===== src/rtl/vref_sweep_cal_rx.sv =====
// ----------------------------------------------------------------------------
// vref_sweep_cal_rx
//
// RX-side reference-voltage calibration for MBTRAIN. After the partner die
// sends a start request (and receives our start response), the block sweeps
// the receiver vref code from VREF_MIN to VREF_MAX. Each code is followed by
// a settle period and one point test. The block then picks the centre of the
// widest window in which every lane passed, and finishes with the end
// request/response exchange.
//
// Optional feature: define VREF_SWEEP_LOG_EN to add o_pass_map. Bit k of
// o_pass_map holds the pass result of code k.
//
// Ports
//   clk, rst_n                  clock, asynchronous active-low reset
//   i_en                        block enable; dropping it aborts to IDLE
//   i_decoded_sideband_message  4'b0001 start req, 4'b0011 end req
//   i_sideband_valid            qualifies i_decoded_sideband_message
//   i_busy_negedge_detected     sideband serializer finished our message
//   i_valid_tx                  TX block owns the sideband mux this cycle
//   i_pt_done                   point test finished (1-cycle pulse)
//   i_rx_lanes_result           per-lane pass flags, valid with i_pt_done
//   o_sideband_message          4'b0010 start resp, 4'b0100 end resp, else 0
//   o_valid_rx                  send request for o_sideband_message
//   o_pt_en                     point test enable
//   o_reciever_ref_voltage      vref control word
//   o_best_window               length of the chosen pass window (0 = none)
//   o_cal_fail                  no code passed on all lanes
//   o_test_ack                  calibration and end handshake complete
//   o_pass_map                  (VREF_SWEEP_LOG_EN only) per-code pass log
//   dbg_state                   current FSM state, for debug/checkers
//
// Sideband handshake: a send request sets a pending flag. o_valid_rx rises
// once the flag is set and the TX block does not own the mux. The serializer
// busy falling edge then clears both o_valid_rx and the flag. That clear wins
// over a new request arriving in the same cycle.
// ----------------------------------------------------------------------------
`timescale 1ns/1ps
module vref_sweep_cal_rx #(
   parameter int NUM_LANES    = 16,
   parameter int VREF_W       = 4,
   parameter int VREF_MIN     = 0,
   parameter int VREF_MAX     = 15,
   parameter int VREF_DEFAULT = 8,
   parameter int SETTLE_CYC   = 8
) (
   input  logic                 clk,
   input  logic                 rst_n,
   input  logic                 i_en,
   input  logic [3:0]           i_decoded_sideband_message,
   input  logic                 i_sideband_valid,
   input  logic                 i_busy_negedge_detected,
   input  logic                 i_valid_tx,
   input  logic                 i_pt_done,
   input  logic [NUM_LANES-1:0] i_rx_lanes_result,
   output logic [3:0]           o_sideband_message,
   output logic                 o_valid_rx,
   output logic                 o_pt_en,
   output logic [VREF_W-1:0]    o_reciever_ref_voltage,
   output logic [VREF_W:0]      o_best_window,
   output logic                 o_cal_fail,
   output logic                 o_test_ack,
`ifdef VREF_SWEEP_LOG_EN
   output logic [2**VREF_W-1:0] o_pass_map,
`endif
   output logic [2:0]           dbg_state
);

   localparam int CNT_W = $clog2(SETTLE_CYC + 1);
   localparam logic [CNT_W-1:0]  CNT_INIT = CNT_W'(SETTLE_CYC);
   localparam logic [CNT_W-1:0]  CNT_ONE  = CNT_W'(1);
   localparam logic [VREF_W-1:0] MIN_C    = VREF_W'(VREF_MIN);
   localparam logic [VREF_W-1:0] MAX_C    = VREF_W'(VREF_MAX);
   localparam logic [VREF_W-1:0] DEF_C    = VREF_W'(VREF_DEFAULT);
   localparam logic [VREF_W:0]   LEN_ONE  = (VREF_W+1)'(1);

   typedef enum logic [2:0] {
      S_IDLE       = 3'd0,
      S_WAIT_START = 3'd1,
      S_SETTLE     = 3'd2,
      S_POINT_TEST = 3'd3,
      S_EVAL       = 3'd4,
      S_WAIT_END   = 3'd5,
      S_SEND_END   = 3'd6,
      S_DONE       = 3'd7
   } state_t;

   state_t            state;
   logic [CNT_W-1:0]  settle_cnt;
   logic              pass_q;
   logic              end_pending;
   logic              send_pending;
   logic              valid_d;
   logic [VREF_W-1:0] run_start, best_start;
   logic [VREF_W:0]   run_len, best_len;

   logic              is_start, is_end, valid_fall, take_cur;
   logic [VREF_W:0]   cur_len, fin_len, centre;
   logic [VREF_W-1:0] cur_start, fin_start;

   assign dbg_state = state;

   always_comb begin
      is_start   = i_sideband_valid && (i_decoded_sideband_message == 4'b0001);
      is_end     = i_sideband_valid && (i_decoded_sideband_message == 4'b0011);
      valid_fall = valid_d && !o_valid_rx;
      // The current run, extended by this code's result. A run that starts
      // here begins at the current code.
      cur_len    = pass_q ? (run_len + LEN_ONE) : '0;
      cur_start  = (run_len == '0) ? o_reciever_ref_voltage : run_start;
      // Best is updated as soon as a run grows strictly past it. Ties
      // therefore keep the earlier (lower) window, and the final answer
      // matches comparing each closed run against the best.
      take_cur   = pass_q && (cur_len > best_len);
      fin_len    = take_cur ? cur_len : best_len;
      fin_start  = take_cur ? cur_start : best_start;
      // Floor centre, computed one bit wider so VREF_MAX = 2**VREF_W-1 cannot wrap.
      centre     = {1'b0, fin_start} + ((fin_len - LEN_ONE) >> 1);
   end

   always_ff @(posedge clk or negedge rst_n) begin
      if (!rst_n) begin
         state                  <= S_IDLE;
         settle_cnt             <= '0;
         pass_q                 <= 1'b0;
         end_pending            <= 1'b0;
         send_pending           <= 1'b0;
         valid_d                <= 1'b0;
         run_start              <= '0;
         run_len                <= '0;
         best_start             <= '0;
         best_len               <= '0;
         o_sideband_message     <= 4'b0000;
         o_valid_rx             <= 1'b0;
         o_pt_en                <= 1'b0;
         o_reciever_ref_voltage <= DEF_C;
         o_best_window          <= '0;
         o_cal_fail             <= 1'b0;
         o_test_ack             <= 1'b0;
`ifdef VREF_SWEEP_LOG_EN
         o_pass_map             <= '0;
`endif
      end else begin
         valid_d <= o_valid_rx;
         case (state)
            S_IDLE: begin
               if (i_en) begin
                  state              <= S_WAIT_START;
                  o_test_ack         <= 1'b0;
                  o_cal_fail         <= 1'b0;
                  o_best_window      <= '0;
                  o_sideband_message <= 4'b0000;
                  run_start          <= '0;
                  run_len            <= '0;
                  best_start         <= '0;
                  best_len           <= '0;
                  end_pending        <= 1'b0;
`ifdef VREF_SWEEP_LOG_EN
                  o_pass_map         <= '0;
`endif
               end
            end
            S_WAIT_START: begin
               if (is_start) begin
                  o_sideband_message     <= 4'b0010;
                  send_pending           <= 1'b1;
                  o_reciever_ref_voltage <= MIN_C;
                  settle_cnt             <= CNT_INIT;
                  state                  <= S_SETTLE;
               end
            end
            S_SETTLE: begin
               if (is_end) end_pending <= 1'b1;
               if (settle_cnt == CNT_ONE) begin
                  o_pt_en <= 1'b1;
                  state   <= S_POINT_TEST;
               end else begin
                  settle_cnt <= settle_cnt - CNT_ONE;
               end
            end
            S_POINT_TEST: begin
               if (is_end) end_pending <= 1'b1;
               if (i_pt_done) begin
                  pass_q  <= &i_rx_lanes_result;
                  o_pt_en <= 1'b0;
                  state   <= S_EVAL;
               end
            end
            S_EVAL: begin
               run_len <= cur_len;
               if (pass_q) run_start <= cur_start;
               if (take_cur) begin
                  best_len   <= cur_len;
                  best_start <= cur_start;
               end
`ifdef VREF_SWEEP_LOG_EN
               o_pass_map[o_reciever_ref_voltage] <= pass_q;
`endif
               if (o_reciever_ref_voltage != MAX_C) begin
                  if (is_end) end_pending <= 1'b1;
                  o_reciever_ref_voltage <= o_reciever_ref_voltage + 1'b1;
                  settle_cnt             <= CNT_INIT;
                  state                  <= S_SETTLE;
               end else begin
                  if (fin_len != '0) begin
                     o_reciever_ref_voltage <= centre[VREF_W-1:0];
                     o_best_window          <= fin_len;
                  end else begin
                     o_reciever_ref_voltage <= DEF_C;
                     o_cal_fail             <= 1'b1;
                  end
                  // An end request seen during the sweep is answered right away.
                  if (end_pending || is_end) begin
                     o_sideband_message <= 4'b0100;
                     send_pending       <= 1'b1;
                     end_pending        <= 1'b0;
                     state              <= S_SEND_END;
                  end else begin
                     state <= S_WAIT_END;
                  end
               end
            end
            S_WAIT_END: begin
               if (is_end || end_pending) begin
                  o_sideband_message <= 4'b0100;
                  send_pending       <= 1'b1;
                  end_pending        <= 1'b0;
                  state              <= S_SEND_END;
               end
            end
            S_SEND_END: begin
               if (valid_fall) begin
                  o_sideband_message <= 4'b0000;
                  o_test_ack         <= 1'b1;
                  state              <= S_DONE;
               end
            end
            S_DONE: begin
            end
            default: state <= S_IDLE;
         endcase

         // Sideband send handshake; the busy clear overrides any set above.
         if (i_busy_negedge_detected) begin
            o_valid_rx   <= 1'b0;
            send_pending <= 1'b0;
         end else if (send_pending && !i_valid_tx) begin
            o_valid_rx <= 1'b1;
         end

         // Dropping enable abandons the run; vref keeps its current value.
         if (!i_en && state != S_IDLE) begin
            state              <= S_IDLE;
            o_pt_en            <= 1'b0;
            o_valid_rx         <= 1'b0;
            send_pending       <= 1'b0;
            o_sideband_message <= 4'b0000;
         end
      end
   end

endmodule


===== config.mk =====
export PLATFORM = sky130hd
export DESIGN_NAME = vref_sweep_cal_rx
export DESIGN_NICKNAME = d
export VERILOG_FILES = /design/src/rtl/vref_sweep_cal_rx.sv
export SDC_FILE = /design/constraint.sdc
export NUM_CORES = 1
export LEC_CHECK = 0
export ABC_AREA = 1
export BUFFER_PORTS_ARGS = -buffer_cell sky130_fd_sc_hd__buf_2
export CORE_ASPECT_RATIO = 0.9
export CORE_MARGIN = 2
export CORE_UTILIZATION = 35
export DETAILED_ROUTE_END_ITERATION = 6
export GPL_TIMING_DRIVEN = 0
export MAX_ROUTING_LAYER = met4
export SYNTH_ARGS = -nofsm -noshare
export SYNTH_HDL_FRONTEND = slang
export SYNTH_SLANG_ARGS = --single-unit
export TNS_END_PERCENT = 100

===== constraint.sdc =====
create_clock -name clk -period 3.5 [get_ports clk]
set_clock_uncertainty 0.1 [all_clocks]
set_input_delay 0.175 -clock clk [delete_from_list [all_inputs] [get_ports clk]]
set_output_delay 0.175 -clock clk [all_outputs]
set_load 0.02 [all_outputs]

* Yosys cells after proc, flatten, opt, wreduce, memory -nomap -nowiden
Cells that the tools add are included.
** Cells by class
- Eq/ne operators :: 28
- $add $sub $neg :: 5
- Muxes and demuxes :: 61
- Order comparisons :: 1
- Reduce and logical (&&, ||, !) cells :: 39
** Operator list (number)
- $mux W4 :: 15
- $pmux W5 S2 :: 3
- $mux W5 :: 5
- $mux W3 :: 8
- $pmux W4 S2 :: 3
- $ne A3 B3 Y1 const B :: 7
- $pmux W3 S7 :: 1
- $pmux W4 S5 :: 1
- $mux W1 :: 18
- $ne A2 B2 Y1 const B :: 9
- $reduce_and A16 Y1 :: 1
- $ne A4 B4 Y1 const B :: 3
- $pmux W4 S3 :: 1
- $reduce_and A3 Y1 :: 4
- $reduce_and A4 Y1 :: 3
- $reduce_bool A3 Y1 :: 4
- $reduce_bool A5 Y1 :: 2
- $eq A3 B3 Y1 const B :: 3
- $eq A4 B1 Y1 const B :: 2
- $reduce_and A2 Y1 :: 4
- $reduce_bool A8 Y1 :: 1
- $reduce_and A7 Y1 :: 1
- $eq A3 B2 Y1 const B :: 2
- $logic_and A1 B1 Y1 :: 6
- 21 further kinds :: 27
** Storage, ports and cells
- Flip-flop bits (word level) :: 46
- Output and inout bits :: 20
- Input port bits :: 27
- Word-level logic and storage cells :: 151

* Depth between registers and ports, before layout
Gate-level depths: netlist (run 1).
- Depth in word-level cells :: 10
- Gate-level depth with buffers :: 27
- Mapped depth without buffers :: 25

* Worst setup path before layout (run 1)
OpenSTA, ideal clock, no wires.
- Path kind :: reg2reg
- Start :: reg run_len[0]
- End :: reg o_reciever_ref_voltage[2]
- Buffers on the path :: 2
- Library setup time :: 0.117 ns
- Arrival time :: 3.232 ns
- Cell stages (with the launch flop) :: 25
- Path slack :: 0.051 ns
- Required time :: 3.283 ns
- Clock period less this slack :: 3.449 ns
- Cell sequence :: dfrtp_1 > ha_1 > nand3_1 > nand2_1 > nand3_1 > inv_1 > ha_1 > nand2_2 > nor2_4 > nand2_1 > nand3_2 > nand2_4 > buf_6 > buf_6 > nand2_1 > o21ai_2 > ha_1 > inv_1 > ha_1 > fa_1 > xor2_1 > nand2_1 > nand2_1 > nand2_1 > nand2_1
** Between the ends
- Cells in the longest elaborated chain, start to end :: 10
- Elaborated cells between the ends (all ways) :: 14
- Those cells by class :: add/sub (3); order compare (1); mux (7); reduce/logical (3)
** Ends and longest elaborated chain
- start: declaration :: RTL line 95 : logic [VREF_W:0] run_len, best_len;
- start signal: assignment :: RTL line 190 : run_len <= cur_len;
- $add A5 B1 Y5 :: RTL line 109 : cur_len = pass_q ? (run_len + LEN_ONE) : '0;
- $mux W5 :: RTL line 109
- $gt A5 B5 Y1 :: RTL line 114 : take_cur = pass_q && (cur_len > best_len);
- $logic_and A1 B1 Y1 :: RTL line 114
- $mux W5
- $sub A5 B1 Y5 :: RTL line 118 : centre = {1'b0, fin_start} + ((fin_len - LEN_ONE) >> 1);
- $add A4 B4 Y4 :: RTL line 118
- $mux W4 * :: RTL line 205 : if (fin_len != '0) begin
- $mux W4 * :: RTL line 199 : if (o_reciever_ref_voltage != MAX_C) begin
- $pmux W4 S2 * :: RTL line 145 : case (state)
- end signal: assignment :: RTL line 201 : o_reciever_ref_voltage <= o_reciever_ref_voltage + 1'b1;
- end signal: assignment :: RTL line 206 : o_reciever_ref_voltage <= centre[VREF_W-1:0];
- end: declaration :: RTL line 59 : output logic [VREF_W-1:0] o_reciever_ref_voltage,
Every way passes the cells marked *; elsewhere a longest branch is shown, timed or not.
A chain may end at the register's enable or synchronous reset.

* Final worst setup path (run 1)
- Start :: reg run_len[0]
- End :: reg o_reciever_ref_voltage[3]
Same word-level chain as after synthesis.

==> results of run 1 <==
routing by layer:
layer  track usage  routed length (µm)
met1        0.2373                3441
met4       0.05137                  61
met2        0.2824                3740
met5             -                   0
met3       0.03019                 362
repair_timing:
item                                    in CTS  in global routing
endpoints found under the setup margin       3                  3
endpoints found under the hold margin       44                  0
hold buffers                                 2                  0
setup buffers                               16                  7
resized for setup                           29                 20
pin swaps                                    9                 18
synthesized netlist by cell type (2+ instances only):
cell type / n
nor2_1: 31
nand2_2: 7
xnor2_1: 2
xor2_1: 4
inv_2: 7
o21ai_1: 8
nor2_4: 4
o31ai_1: 2
nand3_1: 21
o22ai_1: 9
buf_6: 4
nand2_4: 2
nand2_1: 88
o21ai_0: 21
inv_1: 49
buf_4: 3
nor3_1: 8
nand3_2: 4
nor2_2: 4
a21oi_1: 9
nand4_1: 6
a22o_1: 4
o21ai_2: 5
ha_1: 15
a22oi_1: 3
dfrtp_1: 43
final cells by class:
class,instances,area (µm²),share of cell area
clock buffer,7,76.32,0.02008
buffer,9,83.83,0.02205
multi-input combinational,272,1748,0.4598
inverter,57,219.0,0.05760
sequential,44,1107,0.2913
tap,99,123.9,0.03259
clock inverter,1,30.03,0.007900
timing repair buffer,69,412.9,0.1086
worst reg2reg max path: cells and delay by family (launching register included):
| family | cells | cell delay, ns |
|---|---|---|
| AO/OA/AOI/OAI | 2 | 0.26 |
| XOR/XNOR | 1 | 0.19 |
| adder cells (fa/ha/maj) | 4 | 0.83 |
| buffers and inverters | 3 | 0.31 |
| flip-flops | 1 | 0.43 |
| AND/OR/NAND/NOR | 16 | 1.35 |
power groups by stage:
stage	registers (mW)	clock network (mW)	logic, mW
after floorplan	0.729	0	0.630
after global placement	0.682	0	0.920
after detailed placement	0.683	0	0.927
after CTS	0.678	0.405	0.957
after global routing	0.693	0.432	1.09
final	0.678	0.393	0.952
state kept, by name, summed over array words and instances, names as in the netlist, 2 cells and up:
register,count
run_len,5
o_best_window,5
run_start,4
best_start,4
o_reciever_ref_voltage,4
settle_cnt,4
o_sideband_message,2
best_len,5
dbg_state,3
metrics by stage:
stage | TNS (ns) | instance area, µm² | hold slack [ns] | std cells
global route | -0.3325 | 3801 | 0.004980 | 558
global placement | -0.7653 | 3278 | 0.2806 | 525
CTS | 0 | 3655 | 0.003612 | 551
finish | -0.03765 | 3801 | 0.01114 | 558
floorplan | 0 | 2934 | -0.2206 | 382
detailed placement | -0.9384 | 3278 | 0.2810 | 525
final timing paths:
check | start | cells past startpoint | to | slack (ns)
setup / recovery | run_len[0] | 26 | o_reciever_ref_voltage[3] | -0.04
hold / removal | i_busy_negedge_detected | 3 | send_pending | 0.01
setup reg to reg | run_len[0] | 26 | o_reciever_ref_voltage[3] | -0.04
hold reg to reg | o_valid_rx | 0 | valid_d | 0.34
max in group asynchronous | rst_n | 2 | pass_q | 2.14
min in group asynchronous | rst_n | 2 | run_len[3] | 0.48
kinds of logic (layout without fill, tap and decap cells):
group | Yosys count | after routing
compound gates | 67 | 67
fa+ha+maj | 16 | 16
xor+xnor | 6 | 6
simple gates | 181 | 181
buf+inv | 66 | 143
other cells | 1 | 2
flops | 44 | 44
==> summary.md, run 1 <==
TritonCTS built the clock tree. The run gives 381 as the number of cells produced by synthesis. The library cell used most frequently in the layout, excluding fill and tap cells, is nand2_1. Setup repair after global routing could not meet its margin everywhere.

STA classifies the critical path endpoint as a flip-flop. The tools report the critical path launch point type as a flip-flop. The tools report the initial standard-cell utilization of the core as 0.3615. The run gives 0 as the total inserted antenna cells.

The global router's overall resource usage was 0.1793; the cell area after synthesis was 2930 µm². The detailed placer's ending HPWL was 5.418 mm. The library cell occupying the most area in the post-synthesis netlist is dfrtp_1. The via count of the first global-routing pass came out at 2815. By area, the combinational part of the netlist is dominated by simple AND/OR/NAND/NOR gates. The area growth from synthesis to final layout is 29.72%.

For the endpoint arrival time on the critical path, the log shows 3.68 ns. For this design the top-level I/O count stands at 47. Clock-pin slew was measured on the worst setup and hold paths at 0.09 ns.

The xor-xnor portion of the synthesized cell area works out to 0.01793. The run finished, with violations left. In this run the power density over the cells is 532.3 nW/µm². The buffer depth of the longest clock path was 2.

The startpoint-to-endpoint class of the critical path is reg2reg. The number of H-tree levels is 2, and the portion of total power attributed to sequential cells is 0.335. The critical-path maximum fanout was 5. The tree built by TritonCTS fans out to 44 sinks. The tools report the share of total power in the clock network as 0.194. The switching share of power was 0.4372.

CTS placed an instance of clkbuf_8 at the clock tree root. The area fraction in compound gates after synthesis was 0.1422. Before CTS, the worst setup slack after placement is -0.3804 ns. Post-layout net count: 501. Input and output buffers added on the ports amount to 44. The final number of max-transition violations came out at 0. The dominant synthesized flop cell was dfrtp_1.

For the post-synthesis sequential area ratio, the log shows 0.3762. Summed over all nets, the switching power comes to 0.8844 mW. The cell that appears most often on the critical path is nand2_1. Row generation in the floorplan step produced 31 rows. The number of antenna violations at the first check in global routing was 0; the first-pass iteration count of the detailed router was 4.

The later pin in the worst-skew pair is clocked with a latency of 0.30 ns. The placer's final routability congestion estimate was 0.8601. The share of synthesized flip-flops with an asynchronous set or reset was 1.000. The final reports fail on setup timing. The smallest clock period supported by the final layout is computed as 3.538 ns. In the layout the commonest cells are nand2_1 (82), buf_2 (45), inv_1 (44), dfrtp_1 (39), nor2_1 (30).

The count of flip-flops with a built-in enable after synthesis was 0. Entering global routing, the biggest net connects 45 pins. Timing would allow up to 282.7 MHz. Grouping stages by cell kind, the critical path spends the most delay in simple AND/OR/NAND/NOR gates.

The largest single stage delay on the critical path is 0.43 ns. The number of buffers and inverters on the critical path came out at 3. The tool flagged a number of max-cap violations equal to 0.

The final route contains 2779 vias. In this run the worst hold path is classified as in2reg. The floorplan step defined a die boundary enclosing 9121 µm². The run gives 0.4689 as the post-layout utilization of the core. On the critical path, the stage with the largest delay is an instance of dfrtp_2. Clock tree synthesis inserted a total of 5 buffers. After detailed routing, the average wire length per cell comes to 13.63 µm.

For the final total power, the log shows 2.023 mW. Adder and majority cell fraction of the synthesized area: 0.07088. After detailed routing, the number of vias per cell comes to 4.980. The maximum resistive drop on vdd was 317.3 µV; the internal cell power was 1.139 mW. The worst path required time was 3.64 ns.

The horizontal die dimension is 100.5 µm, and the transition time at the pin with the least slew margin is 1.014 ns. The placeable core region is 8107 µm², and the fraction of the mapped netlist area in simple logic gates is 0.2916. The static leakage is 1.840 nW, and the post-synthesis average cell area is 7.691 µm². The multiplexer fraction of the synthesized cell area is 0. The worst relative slew slack was 0.3241; the number of warning messages in the yosys log was 0. The number of synthesized register bits came out at 44.

Yosys attributes the largest share of cell area to dfrtp_1 (37%), nand2_1 (11%), ha_1 (6.4%). The first-iteration detailed-routing DRC count was 102; the residual overflow from global routing was 0. The first global-routing pass estimated 12.91 mm of wire.

In the routed design, unresolved DRC markers number 0. The logs give 44 for the number of distinct standard cells referenced by the synthesized netlist and -0.03765 ns for the worst path setup slack after routing. The run gives 1 as the total setup violations reported at the end of the flow.

For the remaining antenna violation count, the log shows 0. The die outline height is 90.81 µm, and the proportion of netlist area held by the largest area contributor is 0.3672. Share of the clock period used by the worst path after layout: 1.011.

The combinational cell fraction of total power is 0.471. The final hold violation count is 0, and the fraction of final layout cells sized beyond drive strength 1 is 0.3377. For this block, the routed nets add up to 7.606 mm of wire.

The final-layout fill cell count was 784.
No activity file was read; power rests on OpenSTA's default activity.
==> run 2, diff against run 1 <==
- ABC_AREA: 1 -> default
==> run 2 against run 1 <==
  * The run still ends with setup timing left
  * Cell area is 2.0% higher
  * Total power is 0.78% lower
  * Critical path depth is 8 lower
  * Setup slack worse by 0.63 ns
  * Critical endpoint unchanged
  * Highest routed layer unchanged
==> summary.md, run 2 <==
The checks that failed: setup timing. The startpoint identified for the worst hold timing path is i_valid_tx. The share of the clock period used by the worst path after layout was 1.190. For the cell area after synthesis, the log shows 3022 µm². The largest stage delay on the critical path works out to 0.46 ns. The synthesized design spends more area on one cell type than any other, namely dfrtp_1.

Synthesis instantiated 67 different standard cells from the library. The slowest stage of the critical path belongs to the cell dfrtp_2. The worst register-to-register path begins at run_len[1]. The cell count of the worst hold path works out to 4.

Setup repair after global routing could not meet its margin everywhere. After detailed routing, the average wire length per cell comes to 14.95 µm. The startpoint-to-endpoint class of the critical path is reg2reg. The first-iteration detailed-routing DRC count was 154.

The worst register-to-register path has a depth of 18. After the flow finishes, the layout carries non-filler instances totaling 530. Counting flops with a built-in enable in the synthesized netlist gives 0. The placed instance count was 503.

The worst hold path terminates at o_valid_rx. The number of warning messages in the yosys log was 0; the number of buffers inserted by port buffering was 44. The die outline height was 92.15 µm. The CTS buffer count came out at 5. Clock latency of the later-clocked register in the worst-skew pair: 0.30 ns. The adder and majority cell fraction of the synthesized area is 0.06874.

By instance count, the leading cell after synthesis is dfrtp_1. The fraction of the mapped netlist area in simple logic gates is 0.2075, and the multiplexer fraction of the synthesized cell area is 0.03892. Clock-pin slew of the registers on the worst-case setup and hold paths: 0.09 ns. The final-layout fill cell count was 867; the count of unresolved DRC violations after routing was 0. The cell sitting at the root of the clock tree is a clkbuf_8. For this block, the via count after detailed routing is 2809. The run gives -0.6649 ns as the worst path setup slack after routing. After legalization and detailed placement, the total HPWL measured 5.742 mm. In this run the static leakage power is 1.664 nW.

The total setup violations reported at the end of the flow is 10. Before antenna repair, the detailed router went through 4 iterations. In this run the worst hold path is classified as in2reg. The worst path required time was 3.61 ns; the area fraction in compound gates after synthesis was 0.2269. 0 antenna diodes ended up in the layout. The floorplan step defined a die boundary enclosing 9393 µm².

The final number of max-transition violations was 0. The routed design has 7.922 mm of wire. Endpoint arrival time on the critical path: 4.27 ns.

After synthesis, the largest family of logic cells by area is compound AO/OA/AOI/OAI gates. The maximum resistive drop on vdd is 311.9 µV, and the residual overflow from global routing is 0. The number of synthesized register bits was 44. The dominant synthesized flop cell is dfrtp_1. The run finished, with violations left.

The commonest cells after synthesis are dfrtp_1 (43), nand2_1 (35), o21ai_0 (26). From left edge to right edge, the die measures 101.9 µm. The number of buffers and inverters on the critical path is 1. The library cell used most frequently in the layout, excluding fill and tap cells, is buf_2. The power per unit of standard cell area works out to 517.5 nW/µm². The logs give 0.1752 for the global router's overall resource usage and 0 for the number of max-capacitance violations reported.

The run gives 0 as the final hold violation count. TritonCTS built the clock tree. In the final layout, the registers with the most flip-flops are best_len (5), o_best_window (5), run_len (5).

In the layout the commonest cells are buf_2 (45), dfrtp_1 (41), nand2_1 (35), nor2_1 (24), o21ai_0 (23). Ranked by total cell area, the synthesized netlist is headed by dfrtp_1 (36%), ha_1 (6.2%), nand2_1 (4.3%). The smallest clock period supported by the final layout is computed as 4.165 ns.

Xor-xnor portion of the synthesized cell area: 0.02567. 47 I/O pins were placed. The number of antenna violations at the first check in global routing is 0. The floorplan has 32 rows. The number of cells produced by synthesis is 339, and the via count of the first global-routing pass is 2615. The remaining antenna violation count is 0, and the number of H-tree levels is 2. The post-synthesis average cell area was 8.913 µm². After routing, the total negative slack on setup checks comes to -1.770 ns. Critical path launch point type: a flip-flop. No sink is reached through more buffers than the 2 on the longest clock path. Grouping stages by cell kind, the critical path spends the most delay in compound AO/OA/AOI/OAI gates. The run gives 453 as the post-layout net count. After detailed routing, the number of vias per cell comes to 5.300.

At the end of routability-driven placement, the weighted congestion stood at 0.8172. The logs give 12.85 mm for the global-route wire length before repair and 0.3560 for the initial standard-cell utilization of the core. The transition time at the pin with the least slew margin is 1.045 ns, and the placeable core region is 8488 µm². For the reg-to-reg setup timing slack, the log shows -0.66 ns. Post-synthesis sequential area ratio: 0.3648. The worst register-to-register path ends at o_reciever_ref_voltage[3]. Compared with the post-synthesis result, the final layout area differs by 28.36%.

Walking the worst path, the cells encountered are ha_4, xor2_2, and2_1, ha_1, nand4_1, buf_4, o21a_1, o21ai_2, mux2i_4, ha_4, xnor2_2, ha_1, a21o_1, a21o_2, a211o_1, o22ai_2, o32a_1, o211ai_2. The share of synthesized flip-flops with an asynchronous set or reset was 1.000. Of all nets on the critical path, the largest fanout is 5. The tools report the worst relative slew slack as 0.3036. For this run, the top clock speed supported by timing is 240.1 MHz.

The worst setup path is captured at a flip-flop. OpenSTA, run right after detailed placement, puts the worst setup slack at -0.9592 ns. The largest net degree at the start of global routing was 45. The fraction of final layout cells sized beyond drive strength 1 was 0.2993. The proportion of netlist area held by the largest area contributor came out at 0.3561. Clock tree synthesis found a total of 44 sinks.
run 2: power by group:
group | total (mW) | switching [mW] | internal [mW] | leakage [nW]
logic | 0.938 | 0.585 | 0.353 | 1.03
registers | 0.734 | 0.112 | 0.622 | 0.588
clock network | 0.336 | 0.178 | 0.158 | 0.0510
total | 2.01 | 0.875 | 1.13 | 1.66
run 2: how the worst max path moves through the flow:
| stage | from | to | slack [ns] | cells after the start |
|---|---|---|---|---|
| 2_1_floorplan | run_len[1] | o_reciever_ref_voltage[3] | -0.47 | 18 |
| 3_3_place_gp | run_len[1] | o_reciever_ref_voltage[3] | -0.94 | 18 |
| 3_5_place_dp | run_len[1] | o_reciever_ref_voltage[3] | -0.96 | 18 |
| 4_1_cts | run_len[1] | o_reciever_ref_voltage[3] | -0.61 | 17 |
| 5_1_grt | run_len[1] | o_reciever_ref_voltage[3] | -0.80 | 18 |
| 6_report | run_len[1] | o_reciever_ref_voltage[3] | -0.66 | 18 |
run 2: worst reg2reg max path, cell delays in order (launching register included):
cell,delay [ns]
dfrtp_2,0.46
ha_4,0.20
xor2_2,0.21
and2_1,0.18
ha_1,0.29
nand4_1,0.16
buf_4,0.20
o21a_1,0.19
o21ai_2,0.11
mux2i_4,0.39
ha_4,0.20
xnor2_2,0.12
ha_1,0.26
a21o_1,0.16
a21o_2,0.21
a211o_1,0.24
o22ai_2,0.11
o32a_1,0.19
o211ai_2,0.09
run 2: cell type report:
class,instances,area [µm²],area share
Clock inverter,2,10.01,0.002581
Clock buffer,6,82.58,0.02129
Inverter,15,56.30,0.01452
Buffer,21,143.9,0.03710
Timing Repair Buffer,63,391.6,0.1010
Sequential cell,44,1105,0.2848
Multi-Input combinational cell,260,1941,0.5003
Tap cell,119,148.9,0.03839
run 2: cell families (layout without fill, tap and decap cells):
group	count (synthesis)	in the layout
AND/OR/NAND/NOR	124	124
AO/OA/AOI/OAI	100	100
flip-flops	44	44
buffers and inverters	36	107
adder cells (fa/ha/maj)	16	16
multiplexers	10	10
XOR/XNOR	8	8
other	1	2
run 2: stage by stage:
stage | hold WS (ns) | cell area, µm² | util | total power, mW
final | 0.09267 | 3879 | 0.4570 | 2.007
after global placement | 0.2606 | 3497 | 0.4120 | 1.643
after detailed placement | 0.2649 | 3497 | 0.4120 | 1.661
after CTS | 0.08457 | 3786 | 0.4461 | 2.012
after global routing | 0.1176 | 3879 | 0.4570 | 2.159
after floorplan | -0.2206 | 3128 | - | 1.388
run 2: timing repair:
| item | in CTS | in global routing |
|---|---|---|
| endpoints found under the hold margin | 15 | 0 |
| gates resized for setup | 15 | 10 |
| hold buffers | 2 | 0 |
| setup buffers | 13 | 4 |
| pin swaps | 6 | 7 |
| endpoints found under the setup margin | 10 | 10 |
run 2: per-layer routing:
| metal | vias up | global-route usage | part of all wire |
|---|---|---|---|
| li1 | 1372 | - | - |
| met1 | 1364 | 0.2501 | 0.48 |
| met4 | 0 | 0.03000 | 0.0056 |
| met2 | 69 | 0.2725 | 0.46 |
| met5 | - | - | 0 |
| met3 | 4 | 0.02058 | 0.048 |
==> run 3, diff against run 2 <==
- CTS_CLUSTER_DIAMETER: default -> 150
- SKIP_CTS_REPAIR_TIMING: default -> 1
==> run 3 against run 2 <==
  * The flow finishes with violations (hold timing, setup timing)
  * Hold slack lost 0.15 ns
  * Global-route usage shrank 0.56 points
  * Via count decreased by 0.71%
  * Register-to-register slack got worse by 0.12 ns
  * First-iteration DRC count is 1.9% lower
  * Sequential share of layout area fell by 0.28 points
  * Non-clock buffer count fell by 3
  * Cell area grew 1.0%
  * Flip-flop and latch count stayed put
  * Final cell count decreased by 0.57%
  * Setup slack worse by 0.12 ns
  * Fmax shrank 2.7%
  * Largest cell class unchanged
==> summary.md, run 3 (synthesis gave the netlist of run 2 again) <==
The logs give 0.365 for the portion of total power attributed to sequential cells and 322.5 µV for the maximum resistive drop on vdd. Traced cell by cell, the critical path runs through ha_4, nand3_4, xor2_4, nor2b_1, ha_1, nand4_1, or2_4, a21oi_4, buf_6, mux2i_4, buf_12, xnor2_4, ha_4, a21o_1, a21o_2, a211o_1, o22ai_2, o32a_1, o211ai_2. The worst path required time is 3.61 ns. The worst setup path is of the reg2reg kind.

The run gives 2 as the number of H-tree levels. The largest registers in the layout are best_len (5), o_best_window (5), run_len (5). The number of standard-cell rows in the floorplan was 32. The worst relative slew slack came out at 0.2953. The flow ran to the end, but the final reports show violations. For the final number of max-transition violations, the log shows 0. Setup slack on the worst reg-to-reg path comes out at -0.78 ns.

The congestion estimate from routability-driven global placement came to 0.8172. Sort of element at the end of the critical path: a flip-flop. After clock tree synthesis, the clock-pin slew on the worst setup and hold paths is 0.09 ns. The analysis attributes to net switching a power of 0.8832 mW. The initial standard-cell utilization of the core was 0.3560; the worst path setup slack after routing was -0.7826 ns. The cell class contributing the biggest share of worst-path delay was compound AO/OA/AOI/OAI gates. By instance count, the cell type seen most on the critical path is ha_4. The via count of the first global-routing pass came out at 2537. Final hold violation count: 43. At the later pin of the worst-skew pair, clock insertion delay measures 0.30 ns. Buffer depth of the longest clock path: 2. The class of the worst hold path was in2async. For the number of antenna violations at the first check in global routing, the log shows 0. The total die area came out at 9393 µm². After the first detailed-routing iteration, the DRC count stood at 151. OpenSTA, run right after detailed placement, puts the worst setup slack at -0.9592 ns. The post-layout utilization of the core was 0.4615.

The logs give 45 for the largest net degree at the start of global routing and 0.469 for the combinational cell fraction of total power. The detailed placer's ending HPWL came out at 5.742 mm. CTS buffer count: 5. Clock tree synthesis selected as its root buffer the cell clkbuf_8. After detailed routing, the average wire length per cell comes to 15.19 µm. The tools report the remaining antenna violation count as 0. The transition time at the pin with the least slew margin came out at 1.057 ns. The endpoint identified for the worst register-to-register timing path is o_reciever_ref_voltage[3].

Most common library cell in the layout ignoring fill and taps: buf_2. Number of max-capacitance violations reported: 0. TritonCTS built the clock tree. The post-layout net count was 450; the number of buffers inserted by port buffering was 44. The tools report the final-layout fill cell count as 861.

The tools report the number of placed I/O pins as 47. For this run, the top clock speed supported by timing is 233.5 MHz. The global router's overall resource usage is 0.1697. Across all layers, the routed design uses 2789 vias. Measured in cells, the most critical reg-to-reg path has a length of 19. The repair_antennas step left the layout with diodes totalling 0.

The final reports fail on hold timing, setup timing. The critical path launch point type was a flip-flop. The switching share of power is 0.4367, and the share of total power in the clock network is 0.167.

Share of the clock period used by the worst path after layout: 1.224. Dividing total power by cell area gives a power density of 516.3 nW/µm². Leaving out fill and tap cells, the most frequent cells in the layout are buf_2 (46), dfrtp_1 (41), nand2_1 (35), nor2_1 (25), o21ai_0 (23). Counting I/O delays and the setup requirement, the final critical path takes 4.283 ns. For this design, the sink count on the clock tree is 44.

The region available for standard cell placement spans 8488 µm². Global-route wire length before repair: 12.48 mm. Setup repair after global routing could not meet its margin everywhere.

In the routed layout, each cell is associated on average with a via count of 5.292. In this design, the stage delay of the slowest critical-path cell is 0.47 ns. The run gives -0.05539 ns as the worst-case hold slack. Static leakage: 1.686 nW. For this run, design rule violations remaining after detail routing come to 0.

The tools report the reg-to-reg critical path startpoint as run_len[0]. The first-pass iteration count of the detailed router was 4. Compared with the post-synthesis result, the final layout area differs by 29.65%.

The slowest stage of the critical path is the dfrtp_2 cell. The tools report the total detailed-routing wirelength as 8.007 mm. For this run the aggregate overflow at the end of global routing stands at 0. Together, buffers and inverters on the worst path number 2. Data arrives at the worst endpoint at 4.39 ns. The total setup violations reported at the end of the flow came out at 10. The fraction of final layout cells sized beyond drive strength 1 came out at 0.3186.

The internal portion of the total power is 1.139 mW. The die outline height is 92.15 µm, and the critical-path maximum fanout is 7. The die is 101.9 µm wide.
[run 3: changes by cell type in the layout (fill, tap and decap cells not counted), moves of 2 or more]
cell,change
nand3_2,+5
o2bb2ai_1,-2
ha_1,-2
buf_4,-3
or4_1,-2
nand3_1,-5
o2bb2ai_2,+2
or4_4,+2
[run 3: power groups by stage]
stage	Sequential [mW]	Clock, mW	Combinational (mW)
after floorplan	0.800	0	0.588
after global placement	0.742	0	0.901
after detailed placement	0.743	0	0.918
after CTS	0.733	0.351	0.922
after global routing	0.757	0.376	1.04
final	0.738	0.337	0.948
[run 3: stage by stage]
step / hold slack, ns / power [mW] / instance area (µm²) / cells / TNS [ns]
floorplan: -0.2206 / 1.388 / 3128 / 340 / -0.4891
global placement: 0.2606 / 1.643 / 3497 / 503 / -3.388
detailed placement: 0.2649 / 1.661 / 3497 / 503 / -3.523
CTS: -0.06239 / 2.006 / 3590 / 511 / -4.121
global route: 0.03046 / 2.173 / 3918 / 527 / -3.716
finish: -0.05539 / 2.023 / 3918 / 527 / -2.329
[run 3: worst max path at each step]
stage / slack (ns) / startpoint / depth (start not counted) / end
2_1_floorplan: -0.47 / run_len[1] / 18 / o_reciever_ref_voltage[3]
3_3_place_gp: -0.94 / run_len[1] / 18 / o_reciever_ref_voltage[3]
3_5_place_dp: -0.96 / run_len[1] / 18 / o_reciever_ref_voltage[3]
4_1_cts: -1.01 / run_len[1] / 18 / o_reciever_ref_voltage[3]
5_1_grt: -0.93 / run_len[0] / 19 / o_reciever_ref_voltage[3]
6_report: -0.78 / run_len[0] / 19 / o_reciever_ref_voltage[3]
[run 3: layer usage]
layer / up-vias / track usage / wire length [µm]
li1: 1370 / - / -
met1: 1357 / 0.2443 / 3785
met2: 58 / 0.2582 / 3712
met3: 4 / 0.02363 / 464
met4: 0 / 0.03000 / 45
met5: - / - / 0
[run 3: area by class of cell]
class / instances / area, µm² / area share
buffer: 21 / 145.1 / 0.03705
clock buffer: 6 / 82.58 / 0.02108
clock inverter: 2 / 10.01 / 0.002555
inverter: 15 / 56.30 / 0.01437
multi-input combinational: 260 / 2009 / 0.5129
sequential: 44 / 1105 / 0.2820
tap: 119 / 148.9 / 0.03801
timing repair buffer: 60 / 360.3 / 0.09198
[run 3: worst reg2reg max path, cell delays in order, from the launching register on]
cell      delay [ns]
dfrtp_2         0.47
ha_4            0.21
nand3_4         0.08
xor2_4          0.22
nor2b_1         0.08
ha_1            0.32
nand4_1         0.20
or2_4           0.30
a21oi_4         0.23
buf_6           0.18
mux2i_4         0.29
buf_12          0.14
xnor2_4         0.13
ha_4            0.23
a21o_1          0.14
a21o_2          0.21
a211o_1         0.24
o22ai_2         0.11
o32a_1          0.20
o211ai_2        0.10
